**src/rtl/usb_tx_bit_stuffer.sv**
```systemverilog
// usb_tx_bit_stuffer
//
// Transmit-path stage that sits directly upstream of the NRZI encoder.
// Packet bytes arrive over a valid/ready handshake. They are serialized
// LSB-first at one bit per clk. A 0 is inserted after every run of
// STUFF_LIMIT consecutive 1s (USB bit stuffing).
//
// Optional feature, enabled by defining USB_TX_SYNC_PREPEND_EN:
//   Each packet is prefixed with the SYNC pattern 0,0,0,0,0,0,0,1. The
//   final SYNC 1 counts toward the first stuffing run. With the macro
//   undefined, a packet starts directly with its data bits.
//
// Parameters:
//   STUFF_LIMIT  run of consecutive 1s that forces a stuffed 0 (2..15)
//   DATA_W       byte width on the input side
//
// Ports:
//   clk          system clock, one serial bit per rising edge
//   nRST         synchronous active-low reset
//   tx_valid     tx_data / tx_last are valid
//   tx_data      byte to send, transmitted LSB first
//   tx_last      marks the final byte of a packet
//   tx_ready     a byte can be accepted this cycle (hold register empty)
//   bit_out      serial bit to the NRZI encoder (curr_bit)
//   bit_valid    bit_out is meaningful (start_encoding)
//   stuff_pulse  the bit currently on bit_out is a stuffed 0
//   done         one-cycle pulse in the cycle after the final packet bit
//   underrun     one-cycle pulse in the cycle after the last bit of a
//                non-final byte when no follow-on byte was available
module usb_tx_bit_stuffer #(
    parameter int STUFF_LIMIT = 6,
    parameter int DATA_W      = 8
) (
    input  logic              clk,
    input  logic              nRST,
    input  logic              tx_valid,
    input  logic [DATA_W-1:0] tx_data,
    input  logic              tx_last,
    output logic              tx_ready,
    output logic              bit_out,
    output logic              bit_valid,
    output logic              stuff_pulse,
    output logic              done,
    output logic              underrun
);

    localparam int IDX_W = (DATA_W > 1) ? $clog2(DATA_W) : 1;
    localparam int CNT_W = 4;
    localparam logic [IDX_W-1:0] LAST_IDX = IDX_W'(DATA_W - 1);
    localparam logic [CNT_W-1:0] LIMIT    = CNT_W'(STUFF_LIMIT);

`ifdef USB_TX_SYNC_PREPEND_EN
    typedef enum logic [1:0] {IDLE, SYNC, DATA, STUFF} state_t;
`else
    typedef enum logic [1:0] {IDLE, DATA, STUFF} state_t;
`endif

    state_t            state, state_n;
    logic [DATA_W-1:0] hold_data, hold_data_n;
    logic              hold_last, hold_last_n;
    logic              hold_full, hold_full_n;
    logic [DATA_W-1:0] shift, shift_n;
    logic              shift_last, shift_last_n;
    logic [IDX_W-1:0]  bit_index, bit_index_n;
    logic [CNT_W-1:0]  ones_cnt, ones_cnt_n;
    // Set when a stuff bit is owed after the final bit of the current byte,
    // so STUFF knows to run the end-of-byte handling afterwards.
    logic              end_flag, end_flag_n;
    logic              done_pend, done_pend_n;
    logic              under_pend, under_pend_n;
    logic              bit_out_n, bit_valid_n, stuff_pulse_n;
`ifdef USB_TX_SYNC_PREPEND_EN
    logic [2:0]        sync_cnt, sync_cnt_n;
`endif

    logic              load, unload, finish_byte, byte_end;
    logic [CNT_W-1:0]  ones_next;

    assign tx_ready = ~hold_full;

    always_comb begin
        state_n       = state;
        hold_data_n   = hold_data;
        hold_last_n   = hold_last;
        shift_n       = shift;
        shift_last_n  = shift_last;
        bit_index_n   = bit_index;
        ones_cnt_n    = ones_cnt;
        end_flag_n    = end_flag;
        done_pend_n   = 1'b0;
        under_pend_n  = 1'b0;
        bit_out_n     = 1'b0;
        bit_valid_n   = 1'b0;
        stuff_pulse_n = 1'b0;
`ifdef USB_TX_SYNC_PREPEND_EN
        sync_cnt_n    = sync_cnt;
`endif
        load          = tx_valid && tx_ready;
        unload        = 1'b0;
        finish_byte   = 1'b0;
        byte_end      = (bit_index == LAST_IDX);
        ones_next     = shift[0] ? ones_cnt + CNT_W'(1) : '0;

        case (state)
            IDLE: begin
                if (hold_full) begin
                    shift_n      = hold_data;
                    shift_last_n = hold_last;
                    unload       = 1'b1;
                    bit_index_n  = '0;
                    ones_cnt_n   = '0;
                    end_flag_n   = 1'b0;
`ifdef USB_TX_SYNC_PREPEND_EN
                    sync_cnt_n   = '0;
                    state_n      = SYNC;
`else
                    state_n      = DATA;
`endif
                end
            end
`ifdef USB_TX_SYNC_PREPEND_EN
            SYNC: begin
                bit_valid_n = 1'b1;
                if (sync_cnt == 3'd7) begin
                    // The closing SYNC 1 opens the first run of ones.
                    bit_out_n  = 1'b1;
                    ones_cnt_n = CNT_W'(1);
                    state_n    = DATA;
                end else begin
                    sync_cnt_n = sync_cnt + 3'd1;
                end
            end
`endif
            DATA: begin
                bit_out_n   = shift[0];
                bit_valid_n = 1'b1;
                shift_n     = shift >> 1;
                bit_index_n = bit_index + IDX_W'(1);
                ones_cnt_n  = ones_next;
                if (ones_next == LIMIT) begin
                    // Stuff bit first; end-of-byte handling deferred to STUFF.
                    end_flag_n = byte_end;
                    state_n    = STUFF;
                end else if (byte_end) begin
                    finish_byte = 1'b1;
                end
            end
            STUFF: begin
                bit_valid_n   = 1'b1;
                stuff_pulse_n = 1'b1;
                ones_cnt_n    = '0;
                if (end_flag) begin
                    finish_byte = 1'b1;
                end else begin
                    state_n = DATA;
                end
            end
            default: state_n = IDLE;
        endcase

        if (finish_byte) begin
            end_flag_n = 1'b0;
            if (shift_last) begin
                done_pend_n = 1'b1;
                ones_cnt_n  = '0;
                state_n     = IDLE;
            end else if (hold_full) begin
                // Seamless reload: next byte's first bit follows next edge.
                shift_n      = hold_data;
                shift_last_n = hold_last;
                unload       = 1'b1;
                bit_index_n  = '0;
                state_n      = DATA;
            end else begin
                under_pend_n = 1'b1;
                ones_cnt_n   = '0;
                state_n      = IDLE;
            end
        end

        if (load) begin
            hold_data_n = tx_data;
            hold_last_n = tx_last;
        end
        hold_full_n = load | (hold_full & ~unload);
    end

    always_ff @(posedge clk) begin
        if (!nRST) begin
            state       <= IDLE;
            hold_data   <= '0;
            hold_last   <= 1'b0;
            hold_full   <= 1'b0;
            shift       <= '0;
            shift_last  <= 1'b0;
            bit_index   <= '0;
            ones_cnt    <= '0;
            end_flag    <= 1'b0;
            done_pend   <= 1'b0;
            under_pend  <= 1'b0;
            bit_out     <= 1'b0;
            bit_valid   <= 1'b0;
            stuff_pulse <= 1'b0;
            done        <= 1'b0;
            underrun    <= 1'b0;
`ifdef USB_TX_SYNC_PREPEND_EN
            sync_cnt    <= '0;
`endif
        end else begin
            state       <= state_n;
            hold_data   <= hold_data_n;
            hold_last   <= hold_last_n;
            hold_full   <= hold_full_n;
            shift       <= shift_n;
            shift_last  <= shift_last_n;
            bit_index   <= bit_index_n;
            ones_cnt    <= ones_cnt_n;
            end_flag    <= end_flag_n;
            done_pend   <= done_pend_n;
            under_pend  <= under_pend_n;
            bit_out     <= bit_out_n;
            bit_valid   <= bit_valid_n;
            stuff_pulse <= stuff_pulse_n;
            // Delayed one cycle so the pulse lands in the first idle cycle.
            done        <= done_pend;
            underrun    <= under_pend;
`ifdef USB_TX_SYNC_PREPEND_EN
            sync_cnt    <= sync_cnt_n;
`endif
        end
    end

endmodule
```
**config.mk**
```make
export PLATFORM = sky130hd
export DESIGN_NAME = usb_tx_bit_stuffer
export DESIGN_NICKNAME = d
export VERILOG_FILES = /design/src/rtl/usb_tx_bit_stuffer.sv
export SDC_FILE = /design/constraint.sdc
export NUM_CORES = 1
export LEC_CHECK = 0
export BUFFER_PORTS_ARGS = -buffer_cell sky130_fd_sc_hd__clkbuf_2
export CAP_MARGIN = 10
export CORE_MARGIN = 10
export CORE_UTILIZATION = 57
export DETAILED_ROUTE_END_ITERATION = 10
export HOLD_SLACK_MARGIN = 0.12
export PLACE_DENSITY = 0.78
export REMOVE_ABC_BUFFERS = 1
export SLEW_MARGIN = 20
export SYNTH_ARGS = -nofsm -noshare
export SYNTH_HDL_FRONTEND = slang
export SYNTH_SLANG_ARGS = --single-unit
```
**constraint.sdc**
```tcl
create_clock -name clk -period 2.35 [get_ports clk]
set_input_delay 0.235 -clock clk [delete_from_list [all_inputs] [get_ports clk]]
set_output_delay 0.235 -clock clk [all_outputs]
set_load 0.01 [all_outputs]
```
[After elaboration in Yosys (flattened, before gate mapping)]
Index checks and enable logic that the tools add are counted.
Cells by class
  add/subtract/negate cells: 2
  equal/unequal tests: 9
  mux-type cells: 44
  bitwise logic cells: 6
  reductions and logical operators: 10
Operators with widths (count)
  2-to-1 mux 8 bit: 4
  2-to-1 mux 1 bit: 21
  2-to-1 mux 4 bit: 5
  one-hot mux 8 bit (2 select lines): 1
  2-to-1 mux 3 bit: 4
  one-hot mux 4 bit (3 select lines): 1
  != test 3 bit (second input constant): 3
  2-to-1 mux 2 bit: 4
  one-hot mux 2 bit (3 select lines): 1
  one-hot mux 3 bit (2 select lines): 1
  AND reduction 3 bit: 2
  adder 4 x 1 -> 4 bit (second input constant): 1
  equality test 4 x 3 -> 1 bit (second input constant): 1
  != test 2 bit (second input constant): 2
  inverter 1 bit: 4
  one-hot mux 1 bit (2 select lines): 2
  AND reduction 2 bit: 2
  OR reduction 2 bit: 2
  adder 3 x 1 -> 3 bit (second input constant): 1
  equality test 3 bit (second input constant): 1
  OR reduction 3 bit: 1
  equality test 2 x 1 -> 1 bit (second input constant): 1
  equality test 2 bit (second input constant): 1
  zero test 2 bit: 1
  4 further kinds: 4
Word-level totals
  register bits: 36

[Depth between registers and ports, before layout]
  depth in word-level cells: 9
  mapped depth: 9
  mapped depth without buffers: 7

[Worst setup path after synthesis]
OpenSTA, ideal clock, no wires.
  kind: flip-flop to flip-flop
  start point: reg ones_cnt[0]
  end point: reg state[0]
  arrival: 1.804 ns
  required time: 2.275 ns
  path slack: 0.472 ns
  stages on the path, launching flop included: 7
  path buffers: 0
  period minus slack after synthesis: 1.878 ns
  path through: dfxtp_1 > ha_1 > xor2_1 > nand4_2 > o21a_1 > or4_1 > a31oi_1
On the way
  longest elaborated chain between the ends: 7
RTL lines
  from (decl): line 65  | logic [CNT_W-1:0] ones_cnt, ones_cnt_n;
  from (signal assigned): line 217  | ones_cnt <= ones_cnt_n;
  adder 4 x 1 -> 4 bit (*): line 102  | ones_next = shift[0] ? ones_cnt + CNT_W'(1) : '0;
  2-to-1 mux 4 bit (*): line 102
  equality test 4 x 3 -> 1 bit (*): line 140  | if (ones_next == LIMIT) begin
  2-to-1 mux 1 bit: line 140
  one-hot mux 1 bit (2 select lines): line 104  | case (state)
  != test 3 bit (no line)
  AND reduction 3 bit (no line)
  to (signal assigned): line 210  | state <= state_n;
  to (decl): line 58  | state_t state, state_n;
Mark *: on every way between the ends. The rest lies on a longest branch, timed or not.
A chain may end at the register's enable or synchronous reset.

[Worst setup path in the final report]
  start point: reg ones_cnt[0]
  end point: reg shift[2]
On the way
  longest elaborated chain between the ends: 6
RTL lines
  adder 4 x 1 -> 4 bit: line 102
  2-to-1 mux 4 bit: line 102
  equality test 4 x 3 -> 1 bit: line 140
  2-to-1 mux 1 bit: line 140
  one-hot mux 1 bit (2 select lines): line 104
  2-to-1 mux 8 bit: line 161  | if (finish_byte) begin
  to (signal assigned): line 214  | shift <= shift_n;
  to (decl): line 62  | logic [DATA_W-1:0] shift, shift_n;
No other way between the ends.

==> flow_summary.toml <==
[grt]
grt_max_degree = 23
overflow = 0
grt_pass1_wl_mm = 6.451
grt_pass1_vias = 1441
grtUsageTotal_pct = 14.88
antenna_found_initial = 0

[floorplan]
rows = 19
die-area_um2 = 5552
die_h_um = 74.52
initial_core_util_pct = 60.39
dieWidth_um = 74.52
core_area_um2 = 2805
ioPinCount = 18

[placed_design]
portBuffers = 17
gp_congestion = 0.8245
place_hpwl_mm = 2.621
dp_cells = 233

[critical_path]
rr_endpoint = "shift[2]"
path_cells = "ha_1, xor2_1, nand4_2, o31ai_4, nor2_1, a211oi_1"
startpoint = "ones_cnt[0]"
crit_fanout = 17
critPathLaunchType = "flop"
path_class = "flop to flop"
endpoint_kind = "flop"
cp_slowest_stage_delay_ps = 630
r2r_start = "ones_cnt[0]"
critical_path.slowest_cell = "o31ai_4"
cp.required_ps = 2610
ff2ff_setup_slack_ps = 150
crit_arrival_ps = 2460
rr_worst_depth = 6

[detailed_routing]
ant_nets = 0
vias = 1474
vias_per_cell = 5.896
wl_mm = 3.894
first_pass_iters = 4
routedWlPerCell_um = 15.58
drc_errors = 0
drt-initial-drc-count = 72

[clock_network]
postCtsSetupRepairBufs = 0
cts_buffer_depth = 2
root_buffer = "clkbuf_4"
cts_max_level = 2
clock_sinks = 36
numCtsBuffers = 5
clk_latency_ps = 350
cts_tree = "yes"
path_clk_slew_ps = 120

[power]
combPwrFrac_pct = 29.8
p_switching_uw = 549.7
pwr-share-seq_pct = 43.0
p_per_area_nw_per_um2 = 816.4
p_int_uw = 1075
vdd_drop_max_mv = 0.4617
switching_share_pct = 33.82
power.share.clock_pct = 27.2
power_leakage_uw = 0.0008523

[yosys]
synth_xor_area_share_pct = 1.477
yosysWarnings = 0
syn_area_um2 = 1694
synth_top_family_by_area = "compound AO/OA/AOI/OAI gates"
synth_compound_area_share_pct = 21.86
synthAdderAreaFrac_pct = 5.908
synthSimpleGateAreaFrac_pct = 18.39
post_synth.cell_area_avg_um2 = 8.916
ys_ff_latch = 36
ys_seq_area_share_pct = 42.54
syn_inst = 190
synth.area.mux_share_pct = 6.499
ys_types = 39

[hold_path]
hp-class = "input pin to flop"
min_to = "underrun"
hold_depth = 2
min_from = "nRST"

[sta]
hold_violations = 0
slew_viol_final = 0
fin_crit_sh_pct = 93.75
slew_headroom_pct = 53.40
final.setup.tns_ps = 0
worst_pin_slew_ps = 698.2
rsz0062_at_grt = "no"
min_period_ps = 2203
finalSetupViolCount = 0
max_freq_mhz = 453.9
skew_ps = 8.296

[final_layout]
stdcell_count = 250
nets = 238
antenna_cells = 0
area_growth_pct = 17.50
fill_cells = 230
drive_gt1_share_pct = 21.46

[flow_run]
cap_violations = 0

[run_status]
outcome = "completed"
## power by group through the flow
stage                     sequential [uW]  clock [uW]  combinational (uW)
after floorplan                       714           0                 296
after global placement                709           0                 439
after detailed placement              714           0                 455
after CTS                             700         448                 473
after global routing                  707         474                 537
final                                 700         442                 484
## stage by stage
step | total power, uW | hold slack [ps] | setup slack (ps) | utilization, % | instance area, um2
floorplan | 1009 | 356.7 | 471.6 | - | 1657
CTS | 1621 | 184.0 | 182.4 | 70.61 | 1981
global route | 1718 | 186.9 | 19.75 | 70.96 | 1991
finish | 1625 | 195.7 | 146.8 | 70.96 | 1991
detailed placement | 1169 | 429.4 | 249.1 | 64.54 | 1810
global placement | 1148 | 420.2 | 358.4 | 64.54 | 1810
## logic make-up (layout without fill, tap and decap cells)
group | count (synthesis) | count (layout)
AO/OA/AOI/OAI | 54 | 54
adder cells (fa/ha/maj) | 8 | 8
flip-flops | 36 | 36
XOR/XNOR | 2 | 2
AND/OR/NAND/NOR | 66 | 66
multiplexers | 10 | 10
buffers and inverters | 14 | 43
## synth_stat cells, drive strengths merged
master / n / area [um2]
mux2i: 2 / 20.02
xnor2: 1 / 16.27
and2: 5 / 32.53
nand3b: 1 / 7.510
nor3: 1 / 5.000
nor2: 22 / 82.58
nor4: 1 / 6.260
a211oi: 9 / 67.56
and3: 1 / 6.260
o311ai: 1 / 16.27
nand2: 25 / 93.84
or2: 1 / 6.260
and2b: 1 / 8.760
buf: 1 / 5.000
dfxtp: 36 / 720.7
nand2b: 1 / 6.260
nor2b: 1 / 6.260
mux2: 8 / 90.09
or3b: 1 / 8.760
xor2: 1 / 8.760
a22o: 8 / 71.32
a22oi: 6 / 45.04
o31ai: 1 / 21.27
or4: 2 / 16.27
nand4: 1 / 12.51
o21ai: 6 / 30.02
ha: 8 / 100.1
clkbuf: 8 / 32.53
inv: 5 / 18.77
a31oi: 1 / 6.260
or2b: 1 / 7.510
a21oi: 21 / 105.1
nand3: 1 / 5.000
o21a: 1 / 7.510
## registers in the layout, indices dropped and copies added (netlist names)
| signal | count |
|---|---|
| bit_out | 1 |
| done_pend | 1 |
| done | 1 |
| hold_last | 1 |
| under_pend | 1 |
| underrun | 1 |
| hold_data | 8 |
| shift_last | 1 |
| bit_valid | 1 |
| hold_full | 1 |
| bit_index | 3 |
| end_flag | 1 |
| shift | 8 |
| stuff_pulse | 1 |
| ones_cnt | 4 |
| state | 2 |
## layout make-up
class	count	area, um2	area share, %
clock buffer	5	37.54	1.886
clock inverter	3	42.54	2.137
inverter	5	18.77	0.9428
multi-input combinational	140	927.1	46.57
sequential	36	720.7	36.20
tap	31	38.79	1.948
timing repair buffer	30	205.2	10.31
## what timing repair did
action / CTS / global route
hold endpoints to repair: 9 / 0
endpoints found under the setup margin: 0 / 1
resized for setup: 0 / 1
hold buffers: 9 / 0
## layout by cell type (no fill, tap or decap), types with 2 or more instances in the layout
cell type / n
ha_1: 8
clkbuf_2: 17
dlygate4sd3_1: 9
a21oi_1: 21
a22o_1: 7
mux2i_1: 2
mux2_2: 8
a22oi_1: 6
and2_1: 4
dfxtp_1: 36
clkbuf_4: 5
nand2_1: 25
buf_4: 4
inv_1: 5
a211oi_1: 9
nor2_1: 22
o21ai_0: 5
## worst max path at each step
stage	to	slack, ps	cells past startpoint
2_1_floorplan	state[0]	470	6
3_3_place_gp	state[0]	360	6
3_5_place_dp	state[0]	250	6
4_1_cts	shift[2]	180	6
5_1_grt	shift[2]	20	6
6_report	shift[2]	150	6
## metal layers
metal	vias to the layer above	global-route usage [%]	part of all wire, %
met5	-	0	0
met4	0	5.042	2.4
met3	13	5.718	6.2
met2	50	26.71	51
met1	679	15.55	41
li1	732	-	-
## worst max-delay path, delay by kind of cell, from the launching register on
family	cells	cell delay, ps
and+or+nand+nor	2	330
xor gates and xnor gates	1	220
DFF	1	450
adders and majority gates	1	260
AOI/OAI and AO/OA	2	860
(Power assumes the default switching activity.)
